**src/rtl/ioctl_ascii_loader.sv**
```systemverilog
// ioctl_ascii_loader: buffers an HPS file download in a small FIFO and
// replays it as 8N2 serial into an ACIA receive pin.
`timescale 1ns/1ps
module ioctl_ascii_loader #(
  parameter int CLK_HZ = 48000000,
  parameter int DEPTH  = 16
) (
  input  logic                   clk,
  input  logic                   n_reset,
  input  logic                   enable,
  input  logic                   ioctl_download,
  input  logic                   ioctl_wr,
  input  logic [7:0]             ioctl_data,
  output logic                   ioctl_wait,
  input  logic [1:0]             baud_sel,
  input  logic [1:0]             eol_mode,
  output logic                   txd,
  output logic                   busy,
  output logic                   overflow,
  output logic [$clog2(DEPTH):0] level
);

  localparam int AW = $clog2(DEPTH);
  localparam int CW = $clog2(CLK_HZ / 300 + 1);

  localparam logic [CW-1:0] P300 = CW'(CLK_HZ / 300);
  localparam logic [CW-1:0] P1K2 = CW'(CLK_HZ / 1200);
  localparam logic [CW-1:0] P9K6 = CW'(CLK_HZ / 9600);
  localparam logic [CW-1:0] P115 = CW'(CLK_HZ / 115200);

  localparam logic [AW:0] FULL = (AW+1)'(DEPTH);
  localparam logic [AW:0] HIGH = (AW+1)'(DEPTH - 2);

  typedef enum logic [2:0] {
    S_IDLE,
    S_START,
    S_DATA,
    S_STOP1,
    S_STOP2
  } state_e;

  function automatic logic [CW-1:0] period(input logic [1:0] s);
    logic [CW-1:0] p;
    unique case (s)
      2'd0: p = P300;
      2'd1: p = P1K2;
      2'd2: p = P9K6;
      2'd3: p = P115;
    endcase
    return p;
  endfunction

  logic [1:0]    sync_q;
  logic          run;

  state_e        state_q, state_d;
  logic [CW-1:0] cnt_q, cnt_d;
  logic [CW-1:0] per_q, per_d;
  logic [7:0]    sh_q, sh_d;
  logic [2:0]    bit_q, bit_d;
  logic          txd_q, txd_d;
  logic [AW-1:0] wr_q, wr_d;
  logic [AW-1:0] rd_q, rd_d;
  logic [AW:0]   lvl_q, lvl_d;
  logic          wait_q, wait_d;
  logic          ovf_q, ovf_d;
  logic          dl_q, dl_d;

  logic [7:0]    mem [DEPTH];
  logic [7:0]    wdata;
  logic          keep, req, push, load, fire;

  // Release is synchronised; assertion stays asynchronous.
  always_ff @(posedge clk or negedge n_reset) begin
    if (!n_reset) begin
      sync_q <= 2'b00;
    end else begin
      sync_q <= {sync_q[0], 1'b1};
    end
  end

  assign run = sync_q[1];

  always_comb begin
    state_d = state_q;
    cnt_d   = cnt_q;
    per_d   = per_q;
    sh_d    = sh_q;
    bit_d   = bit_q;
    txd_d   = txd_q;
    wr_d    = wr_q;
    rd_d    = rd_q;
    lvl_d   = lvl_q;
    ovf_d   = ovf_q;
    dl_d    = ioctl_download;
    wait_d  = (lvl_q >= HIGH);
    load    = 1'b0;
    fire    = (cnt_q == per_q - CW'(1));

    keep  = !((eol_mode == 2'd1 && ioctl_data == 8'h0A) ||
              (eol_mode == 2'd3 && ioctl_data == 8'h0D));
    wdata = (eol_mode == 2'd2 && ioctl_data == 8'h0A) ?
            8'h0D : ioctl_data;
    req   = run && enable && ioctl_download &&
            ioctl_wr && keep;
    push  = req && (lvl_q != FULL);

    if (ioctl_download && !dl_q) ovf_d = 1'b0;
    if (req && lvl_q == FULL) ovf_d = 1'b1;

    unique case (state_q)
      S_IDLE: load = (lvl_q != '0);
      S_START: begin
        if (fire) begin
          state_d = S_DATA;
          bit_d   = 3'd0;
          txd_d   = sh_q[0];
        end
      end
      S_DATA: begin
        if (fire) begin
          if (bit_q == 3'd7) begin
            state_d = S_STOP1;
            txd_d   = 1'b1;
          end else begin
            bit_d = bit_q + 3'd1;
            sh_d  = {1'b0, sh_q[7:1]};
            txd_d = sh_q[1];
          end
        end
      end
      S_STOP1: if (fire) state_d = S_STOP2;
      S_STOP2: begin
        if (fire) begin
          state_d = S_IDLE;
          load    = (lvl_q != '0);
        end
      end
      default: state_d = S_IDLE;
    endcase

    if (state_q != S_IDLE) cnt_d = fire ? '0 : cnt_q + CW'(1);

    // Reload straight into START so queued frames run gap-free.
    if (load) begin
      state_d = S_START;
      txd_d   = 1'b0;
      cnt_d   = '0;
      per_d   = period(baud_sel);
      sh_d    = mem[rd_q];
      rd_d    = rd_q + AW'(1);
    end

    if (push) wr_d = wr_q + AW'(1);
    if (push && !load) lvl_d = lvl_q + (AW+1)'(1);
    else if (load && !push) lvl_d = lvl_q - (AW+1)'(1);

    if (!run || !enable) begin
      state_d = S_IDLE;
      cnt_d   = '0;
      bit_d   = 3'd0;
      txd_d   = 1'b1;
      wr_d    = '0;
      rd_d    = '0;
      lvl_d   = '0;
      wait_d  = 1'b0;
    end
  end

  always_ff @(posedge clk or negedge n_reset) begin
    if (!n_reset) begin
      state_q <= S_IDLE;
      cnt_q   <= '0;
      per_q   <= '0;
      sh_q    <= '0;
      bit_q   <= '0;
      txd_q   <= 1'b1;
      wr_q    <= '0;
      rd_q    <= '0;
      lvl_q   <= '0;
      wait_q  <= 1'b0;
      ovf_q   <= 1'b0;
      dl_q    <= 1'b0;
    end else begin
      state_q <= state_d;
      cnt_q   <= cnt_d;
      per_q   <= per_d;
      sh_q    <= sh_d;
      bit_q   <= bit_d;
      txd_q   <= txd_d;
      wr_q    <= wr_d;
      rd_q    <= rd_d;
      lvl_q   <= lvl_d;
      wait_q  <= wait_d;
      ovf_q   <= ovf_d;
      dl_q    <= dl_d;
    end
  end

  always_ff @(posedge clk) begin
    if (push) mem[wr_q] <= wdata;
  end

  assign txd        = txd_q;
  assign ioctl_wait = wait_q;
  assign overflow   = ovf_q;
  assign level      = lvl_q;
  assign busy       = (lvl_q != '0) || (state_q != S_IDLE);

endmodule

```
**config.mk**
```make
export PLATFORM = sky130hd
export DESIGN_NAME = ioctl_ascii_loader
export DESIGN_NICKNAME = d
export VERILOG_FILES = /design/src/rtl/ioctl_ascii_loader.sv
export SDC_FILE = /design/constraint.sdc
export NUM_CORES = 1
export LEC_CHECK = 0
export BUFFER_PORTS_ARGS = -buffer_cell sky130_fd_sc_hd__buf_2
export CORE_MARGIN = 1.5
export CORE_UTILIZATION = 58
export CTS_BUF_LIST = sky130_fd_sc_hd__clkbuf_4
export DETAILED_ROUTE_END_ITERATION = 16
export PLACE_DENSITY = 0.8
export SLEW_MARGIN = 20
export SYNTH_ARGS = -nofsm -noshare
export SYNTH_HDL_FRONTEND = slang
export SYNTH_SLANG_ARGS = --single-unit
export TNS_END_PERCENT = 20
```
**constraint.sdc**
```tcl
create_clock -name clk -period 3.9 [get_ports clk]
set_clock_uncertainty 0.1 [all_clocks]
set_input_delay 0.39 -clock clk [delete_from_list [all_inputs] [get_ports clk]]
set_output_delay 0.39 -clock clk [all_outputs]
set_load 0.005 [all_outputs]
```
==> results.cfg, run 1 <==
[outcome]
status = finished, final reports clean

[cts]
insertion_delay_ns = 0.58
numClockSinks = 186
cts_tree = yes
cts_max_level = 4
numCtsBuffers = 17
clock_tree.root_cell = clkbuf_4
max-clock-path-buffers = 2
clk_pin_slew_worst_paths_ns = 0.18

[floorplan]
core_region_area_sq_um = 14500
fp.dieArea_sq_um = 15500
chipWidth_microns = 125
rows = 44
die_h_microns = 125
start_util_pct = 59.2
io_pins = 26

[global_route]
grt_pass1_wl_microns = 27600
first_global_vias = 5298
grt_util_all_layers_pct = 23.1
grt_start_max_net_pins = 37
grt_overflow = 0
initial_antenna_violation_count = 0

[layout]
proportion_of_layout_cells_with_a_drive_suffix_above_1_pct = 17.5
final_design_area_no_fill_sq_um = 9220
finalCoreUtilization_pct = 63.7
filler_cells = 1028
fin_nets = 695
syn2layout_area_growth_pct = 7.62
fin_cells = 860
n_antenna_cell = 0

[logic_synthesis]
postSynthAreaPerCell_sq_um = 13.4
syn-num-nets = 671
seq_area_frac_synth_pct = 61.8
ys_types = 59
yosys_warnings = 0
post_synth_most_frequent_cells = edfxtp_1, nand2_1, dfrtp_1, nor2_1
ffs_latches_synth = 186
synth_most_common_cell = edfxtp_1
syn-instance-count = 639
synth.area.top_cells = edfxtp_1, dfrtp_1, mux4_2
post-synth-top-area-cell = edfxtp_1
async_flop_share_pct = 31.2
number_of_enable_type_register_cells_in_the_synthesized_netlist = 128
postSynth.topFlopCell = edfxtp_1
synth_top_area_share_pct = 44.9
synth.cell_area_sq_um = 8570

[timing]
finalSetupTns_ns = 0
final_hold_viol_count = 0
worstMarginPinSlew_ns = 0.801
final_report_max_slew_violation_count = 0
worst_slew_margin_rel_pct = 46.6
setup_viol = 0
worst_hold_slack_after_final_layout_ns = 0.0722
clock.fmax_mhz = 267
timing.final.crit_share_pct = 95.9
timing.final.crit_period_ns = 3.74
rsz0062_at_grt = false

[worst_hold_path]
hold_path.class = in -> reg
hold_end = mem[8][4]
timing.hold.worst.start = ioctl_data[4]
holdPathStages = 1

[detailed_routing]
wirelength_microns = 17000
drt_iter0_markers = 498
routed_via_density = 6.22
avgRoutedWirePerCell_microns = 19.8
detail_route.first_pass.iterations = 5
route.vias.total = 5348
drc = 0
antenna_violating_nets_post_route = 0

[setup_path]
crit_fanout = 5
rr_startpoint = per_q[9]
reg2reg_slack_ns = 0.16
worstSetupEndpointType = flip-flop
critPathSlowestCell = dfrtp_1
timing.rr.end = level[4]
worstSetupPathType = reg -> reg
crit_path_largest_cell_delay_ns = 0.46
timing.critical_path.from_type = flip-flop
worstPathBufferInverterCount = 3
ff2ff_path_depth = 16
critical-path-top-delay-family = compound AO/OA/AOI/OAI gates
critPathRequiredTime_ns = 4.30
critical_path.cell_chain = inv_1 -> ha_2 -> and2_1 -> and3_1 -> o41ai_4 -> a21oi_2 -> o21a_1 -> inv_2 -> ha_1 -> inv_1 -> fa_2 -> a21o_1 -> a21oi_1 -> xnor2_1 -> or3_1 -> a21oi_1
worst_ep_arrival_time_ns = 4.14

[placement]
place_area_sq_um = 8830
dpl.cell_count = 822
io_buffer_count = 25
hpwl_microns = 11700
rd_place_congestion = 0.854

[power_and_ir_drop]
total_leakage_power_uw = 0.00337
vdd_ir_drop_max_v = 0.000348
power_density_nw_per_um2 = 552

[flow_run]
drv_cap = 0
metrics by stage:
step,setup slack [ns],total power (uW)
final,0.159,5090
after global routing,0.0131,5370
after CTS,0.131,5080
after detailed placement,0.161,3960
after global placement,0.347,3890
after floorplan,0.00966,3580
area by class of cell:
cell class                 instances  area, sq um  share of cell area, %
inverter                          16         60.1                  0.651
clock inverter                    15          178                   1.93
timing repair buffer              44          283                   3.07
clock buffer                      17          128                   1.38
sequential                       186         5300                   57.4
tap                              184          230                   2.50
multi-input combinational        398         3050                   33.0
metal layers:
layer / GRT usage [%] / vias to the layer above / share of wire (%)
met1: 29.7 / 2675 / 42
li1: - / 2456 / -
met5: 0 / - / 0
met3: 4.94 / 28 / 5.2
met2: 38.7 / 189 / 51
met4: 8.59 / 0 / 2.1
how the worst max path moves through the flow:
stage               startpoint        to  slack (ns)  cells after the start
CTS                   per_q[9]  level[4]        0.13                     16
global route          per_q[9]  level[4]        0.01                     16
detailed placement    per_q[9]  level[4]        0.16                     16
finish                per_q[9]  level[4]        0.16                     16
floorplan             per_q[7]  level[4]        0.01                     18
global placement      per_q[9]  level[4]        0.35                     16
what timing repair did:
action,4_1_cts,5_1_grt
gates resized for setup,0,5
setup endpoints to repair,0,1
hold buffers,6,0
buffers inserted,0,0
hold endpoints to repair,41,0
kinds of logic after synthesis:
kind of cell    Yosys count  synth area share (%)
flops                   186                  61.8
mux                      53                  9.90
fa+ha+maj                16                  2.39
simple gates            199                  12.1
xor+xnor                 22                  2.25
buf+inv                  55                  2.89
other cells               1                0.0438
compound gates          107                  8.62
power by group:
group	leakage (uW)	total (uW)	switching (uW)	internal, uW
clock	0.000166	1100	785	319
sequential	0.00192	2370	140	2230
combinational	0.00128	1620	919	699
total	0.00337	5090	1840	3250
state kept, by name, indices dropped and copies added, names as in the netlist:
| signal | count |
|---|---|
| bit_q | 3 |
| per_q | 7 |
| state_q | 3 |
| txd | 1 |
| level | 5 |
| dl_q | 1 |
| wr_q | 4 |
| overflow | 1 |
| cnt_q | 18 |
| sh_q | 8 |
| ioctl_wait | 1 |
| sync_q | 2 |
| mem | 128 |
| rd_q | 4 |
cell usage in the layout (no fill, tap or decap), types with 8 or more instances in the layout:
master,count
ha_1,13
nor3_1,10
nand2_1,61
nor4_1,8
inv_1,15
nand4_1,9
xnor2_1,11
clkbuf_4,17
xor2_1,11
o22ai_1,8
a21oi_1,17
dfrtp_1,56
mux2i_1,24
nor2_1,34
and3_1,10
o221ai_1,10
buf_4,13
nand3_1,11
o21ai_1,21
a21o_1,8
and2_1,21
mux4_2,25
buf_2,25
edfxtp_1,128
Power figures use the tool's default switching activity.
==> run 2, diff against run 1 <==
--- a/config.mk
+++ b/config.mk
@@ -10,7 +10,8 @@
 export CORE_UTILIZATION = 58
 export CTS_BUF_LIST = sky130_fd_sc_hd__clkbuf_4
 export DETAILED_ROUTE_END_ITERATION = 16
-export PLACE_DENSITY = 0.8
+export MAX_ROUTING_LAYER = met4
+export PLACE_DENSITY = 0.78
 export SLEW_MARGIN = 20
 export SYNTH_ARGS = -nofsm -noshare
 export SYNTH_HDL_FRONTEND = slang
==> run 2 against run 1 <==
Against the previous run:
- critical path depth unchanged
- utilization rose by 0.14 points
- clock power down 5%
- flip-flop and latch count stayed put
- first-iteration DRC count decreased by 12%
- largest power group unchanged
==> results.cfg, run 2 (same netlist as run 1, synthesis figures left out) <==
[power_and_ir_drop]
total_leakage_power_uw = 0.00338
power_density_nw_per_um2 = 543
vdd_ir_drop_max_v = 0.000405

[timing]
worstMarginPinSlew_ns = 0.924
setup_viol = 0
worst_slew_margin_rel_pct = 38.4
timing.final.crit_share_pct = 92.9
worst_hold_slack_after_final_layout_ns = 0.0394
clock.fmax_mhz = 276
finalSetupTns_ns = 0
rsz0062_at_grt = false
final_report_max_slew_violation_count = 0
timing.final.crit_period_ns = 3.62
final_hold_viol_count = 0

[detailed_routing]
drc = 0
met1Wirelength_microns = 7330
routed_via_density = 6.31
wl_met2_microns = 8290
met3RoutedLength_microns = 879
avgRoutedWirePerCell_microns = 19.8
drt_iter0_markers = 439
route.vias.total = 5443
detail_route.first_pass.iterations = 5
route.top_layer_used = met4
antenna_violating_nets_post_route = 0
wirelength_microns = 17100

[setup_path]
crit_fanout = 7
reg2reg_slack_ns = 0.28
worstSetupEndpointType = flip-flop
worstPathBufferInverterCount = 3
timing.critical_path.from_type = flip-flop
worstSetupPathType = reg -> reg
ff2ff_path_depth = 16
crit_path_largest_cell_delay_ns = 0.47
critPathRequiredTime_ns = 4.31
critical_path.cell_chain = buf_4 -> o31a_1 -> nor4b_2 -> o32a_1 -> nand4_1 -> a21oi_2 -> o21a_1 -> inv_2 -> ha_1 -> inv_2 -> ha_1 -> a21o_1 -> a21oi_1 -> xnor2_1 -> or3_1 -> a21oi_1
rr_startpoint = per_q[9]
timing.rr.end = level[4]
critical-path-top-delay-family = compound AO/OA/AOI/OAI gates
critPathSlowestCell = dfrtp_2
worst_ep_arrival_time_ns = 4.04

[layout]
filler_cells = 1053
layout_common_cells = edfxtp_1, nand2_1, dfrtp_1, nor2_1
multi_input_area_sq_um = 3060
syn2layout_area_growth_pct = 7.86
sequential_standard_cell_area_sq_um = 5300
top_register = mem
largest_register_ff_count = 128
layout_top_registers = mem x128, cnt_q x18, sh_q x8
fin_nets = 698
layout.cells.most_common = edfxtp_1
fin_cells = 863
proportion_of_layout_cells_with_a_drive_suffix_above_1_pct = 18.4

[cts]
numClockSinks = 186
max-clock-path-buffers = 2
clk_pin_slew_worst_paths_ns = 0.15
cts_max_level = 4
cts_tree = yes
numCtsBuffers = 17
clock_tree.root_cell = clkbuf_4
insertion_delay_ns = 0.58

[placement]
hpwl_microns = 11700
dpl.cell_count = 824
rd_place_congestion = 0.887
io_buffer_count = 25

[floorplan]
die_h_microns = 125
rows = 44
core_region_area_sq_um = 14500
chipWidth_microns = 125
start_util_pct = 59.2
io_pins = 26
fp.dieArea_sq_um = 15500

[global_route]
grt_util_all_layers_pct = 23.7
initial_antenna_violation_count = 1
grt_pass1_wl_microns = 27500
grt_overflow = 0
first_global_vias = 5387
grt_start_max_net_pins = 41

[worst_hold_path]
timing.hold.worst.start = ioctl_wr
hold_end = overflow
hold_path.class = in -> reg
holdPathStages = 3

[flow_run]
drv_cap = 0

[outcome]
status = finished, final reports clean
[run 2: cell type report]
cell class	count	area share, %
diodes	1	0.0271
inverters	16	0.650
multi-input cells	398	33.1
flip-flops and latches	186	57.3
well taps	184	2.49
clock buffers	18	1.46
repair buffers	47	3.28
clock inverters	13	1.61
[run 2: worst max-delay path by stage]
stage,startpoint,endpoint,slack [ns],cells past startpoint
floorplan,per_q[7],level[4],0.01,18
global route,per_q[9],level[4],0.006,16
finish,per_q[9],level[4],0.28,16
global placement,per_q[9],level[4],0.30,16
detailed placement,per_q[9],level[4],0.23,16
CTS,per_q[9],level[4],0.15,16
[run 2: repair_timing]
action                                 CTS  global route
endpoints found under the hold margin   43             0
hold buffers                             5             0
buffers inserted                         0             2
gates resized for setup                  0            10
setup endpoints to repair                0             1
[run 2: worst register-to-register path, delay by kind of cell (launching register included)]
family / cells / cell delay, ns
compound gates: 7 / 1.39
flops: 1 / 0.47
buf+inv: 3 / 0.33
xor+xnor: 1 / 0.09
simple gates: 3 / 0.70
fa+ha+maj: 2 / 0.48
[run 2: report_power, final]
part	internal (uW)	switching, uW	total, uW
clock	354	696	1050
sequential	2230	153	2380
combinational	690	895	1590
total	3270	1740	5020
[run 2: stage by stage]
stage          area (sq um)  total power (uW)  utilization [%]  setup slack [ns]
6_report               9240              5020             63.8             0.278
2_1_floorplan          8570              3580                -           0.00966
4_1_cts                9180              5000             63.4             0.150
3_3_place_gp           8850              3870             61.1             0.302
3_5_place_dp           8850              3940             61.1             0.229
5_1_grt                9240              5290             63.8           0.00560
[run 2: routing by layer]
metal / vias up / track usage [%]
li1: 2456 / -
met1: 2717 / 30.2
met2: 224 / 37.1
met3: 46 / 4.34
met4: 0 / 11.7
met5: - / -
==> run 3, diff against run 2 <==
--- a/config.mk
+++ b/config.mk
@@ -6,12 +6,12 @@
 export NUM_CORES = 1
 export LEC_CHECK = 0
 export BUFFER_PORTS_ARGS = -buffer_cell sky130_fd_sc_hd__buf_2
-export CORE_MARGIN = 1.5
+export CORE_MARGIN = 2
 export CORE_UTILIZATION = 58
 export CTS_BUF_LIST = sky130_fd_sc_hd__clkbuf_4
 export DETAILED_ROUTE_END_ITERATION = 16
 export MAX_ROUTING_LAYER = met4
-export PLACE_DENSITY = 0.78
+export PLACE_DENSITY = 0.75
 export SLEW_MARGIN = 20
 export SYNTH_ARGS = -nofsm -noshare
 export SYNTH_HDL_FRONTEND = slang
==> constraint.sdc (replaced) <==
create_clock -name clk -period 4.65 [get_ports clk]
set_clock_uncertainty 0.1 [all_clocks]
set_input_delay 0.465 -clock clk [delete_from_list [all_inputs] [get_ports clk]]
set_output_delay 0.465 -clock clk [all_outputs]
set_load 0.005 [all_outputs]
==> run 3 against run 2 <==
Against the previous run:
- sequential power down 15%
- cell area down 0.96%
- highest routed layer unchanged
- critical path type unchanged
- largest power group unchanged
- maximum frequency down 13%
- first-iteration DRC count up 14%
- clock power down 8%
==> results.cfg, run 3 (same netlist as run 1, synthesis figures left out) <==
[setup_path]
crit_start = per_q[9]
reg2reg_slack_ns = 0.48
worstSetupEndpointType = flip-flop
ff2ff_path_depth = 16
worstSetupPathType = reg -> reg
timing.rr.end = level[4]
rr_startpoint = per_q[9]
crit_fanout = 15
timing.critical_path.from_type = flip-flop
critPathRequiredTime_ns = 5.06
worst_setup_path_endpoint = level[4]
worst_ep_arrival_time_ns = 4.58

[timing]
worst_hold_slack_after_final_layout_ns = 0.103
clock.fmax_mhz = 240
timing.final.crit_share_pct = 89.7
final_hold_viol_count = 0
worstMarginPinSlew_ns = 0.775
timing.final.crit_period_ns = 4.17
final_report_max_slew_violation_count = 0
setup_viol = 0
worst_slew_margin_rel_pct = 48.3
finalSetupTns_ns = 0
rsz0062_at_grt = false

[detailed_routing]
drt_iter0_markers = 502
routed_via_density = 6.19
antenna_violating_nets_post_route = 0
detail_route.first_pass.iterations = 6
avgRoutedWirePerCell_microns = 20.0
drc = 0
route.vias.total = 5268
wirelength_microns = 17000

[floorplan]
core_region_area_sq_um = 14500
rows = 44
chipWidth_microns = 126
die_h_microns = 126
start_util_pct = 59.2
io_pins = 26
fp.dieArea_sq_um = 15800

[flow_run]
drv_cap = 0

[global_route]
first_global_vias = 5140
grt_start_max_net_pins = 59
grt_overflow = 0
initial_antenna_violation_count = 0
grt_util_all_layers_pct = 23.4
grt_pass1_wl_microns = 27600

[cts]
setup_fix_buffers_added_after_clock_tree_synthesis = 0
numClockSinks = 186
max-clock-path-buffers = 2
insertion_delay_ns = 0.60
postCtsHoldBufs = 4
cts_tree = yes
clock_tree.root_cell = clkbuf_4
cts_max_level = 4
post_cts.resized_instances = 0
clk_pin_slew_worst_paths_ns = 0.17
numCtsBuffers = 17

[outcome]
status = finished, final reports clean

[power_and_ir_drop]
switching_power_uw = 1490
switching_share_pct = 35.4
comb_power_share_pct = 28.8
vdd_ir_drop_max_v = 0.000289
cell_internal_power_dissipation_uw = 2710
power.sequential.fraction_pct = 48.3
power.clock.fraction_pct = 22.9
total_leakage_power_uw = 0.00333
power_density_nw_per_um2 = 458

[layout]
final_design_area_no_fill_sq_um = 9150
largest_register_ff_count = 128
layout.cells.most_common = edfxtp_1
proportion_of_layout_cells_with_a_drive_suffix_above_1_pct = 15.9
layout_common_cells = edfxtp_1, nand2_1, dfrtp_1, nor2_1
syn2layout_area_growth_pct = 6.82
n_antenna_cell = 0
top_register = mem
fin_nets = 686
layout_top_registers = mem x128, cnt_q x18, sh_q x8
finalCoreUtilization_pct = 63.2

[placement]
place_area_sq_um = 8780
hpwl_microns = 11200
rd_place_congestion = 0.842
io_buffer_count = 25

[worst_hold_path]
hold_path.class = in -> reg
[run 3: final cells by class]
type / instances / area, sq um
fillers: 1054 / 5330
flip-flops and latches: 186 / 5300
multi-input cells: 398 / 3020
well taps: 184 / 230
repair buffers: 35 / 210
clock inverters: 15 / 203
clock buffers: 17 / 128
inverters: 16 / 60.1
[run 3: worst min-delay path by stage]
stage,startpoint,end,slack (ns),depth (start not counted)
2_1_floorplan,n_reset,bit_q[0],0.07,0
3_3_place_gp,sync_q[0],sync_q[1],0.23,0
3_5_place_dp,sync_q[0],sync_q[1],0.25,0
4_1_cts,ioctl_wr,overflow,0.07,3
5_1_grt,ioctl_wr,overflow,0.08,3
6_report,ioctl_wr,overflow,0.10,3
[run 3: power groups by stage]
stage	Sequential (uW)	Combinational [uW]	Clock, uW
final	2030	1210	962
after global routing	2040	1340	1050
after global placement	2050	1150	0
after floorplan	1960	1040	0
after detailed placement	2060	1190	0
after CTS	2020	1210	980
[run 3: critical path: stages (launching register included)]
cell     delay (ns)
dfrtp_1        0.57
inv_1          0.08
ha_1           0.26
and2_1         0.16
and3_1         0.20
o41ai_4        0.40
a21oi_2        0.20
o21a_1         0.24
inv_2          0.21
ha_1           0.24
inv_1          0.13
fa_1           0.43
a21o_1         0.20
a21oi_1        0.17
xnor2_1        0.09
or3_1          0.30
a21oi_1        0.14
[run 3: through the flow]
stage | instances | setup slack, ns | power [uW]
final | 851 | 0.478 | 4190
after global routing | 851 | 0.158 | 4440
after CTS | 851 | 0.499 | 4210
after detailed placement | 815 | 0.497 | 3250
after global placement | 815 | 0.606 | 3200
after floorplan | 639 | 0.701 | 3000
[run 3: metal layers]
| layer | routed length, microns | share of wire, % | GRT usage (%) | up-vias |
|---|---|---|---|---|
| met4 | 310 | 1.8 | 6.47 | 0 |
| met2 | 8400 | 49 | 37.1 | 182 |
| met5 | 0 | 0 | - | - |
| met1 | 7420 | 44 | 31.7 | 2610 |
| met3 | 848 | 5.0 | 4.19 | 34 |
| li1 | - | - | - | 2442 |
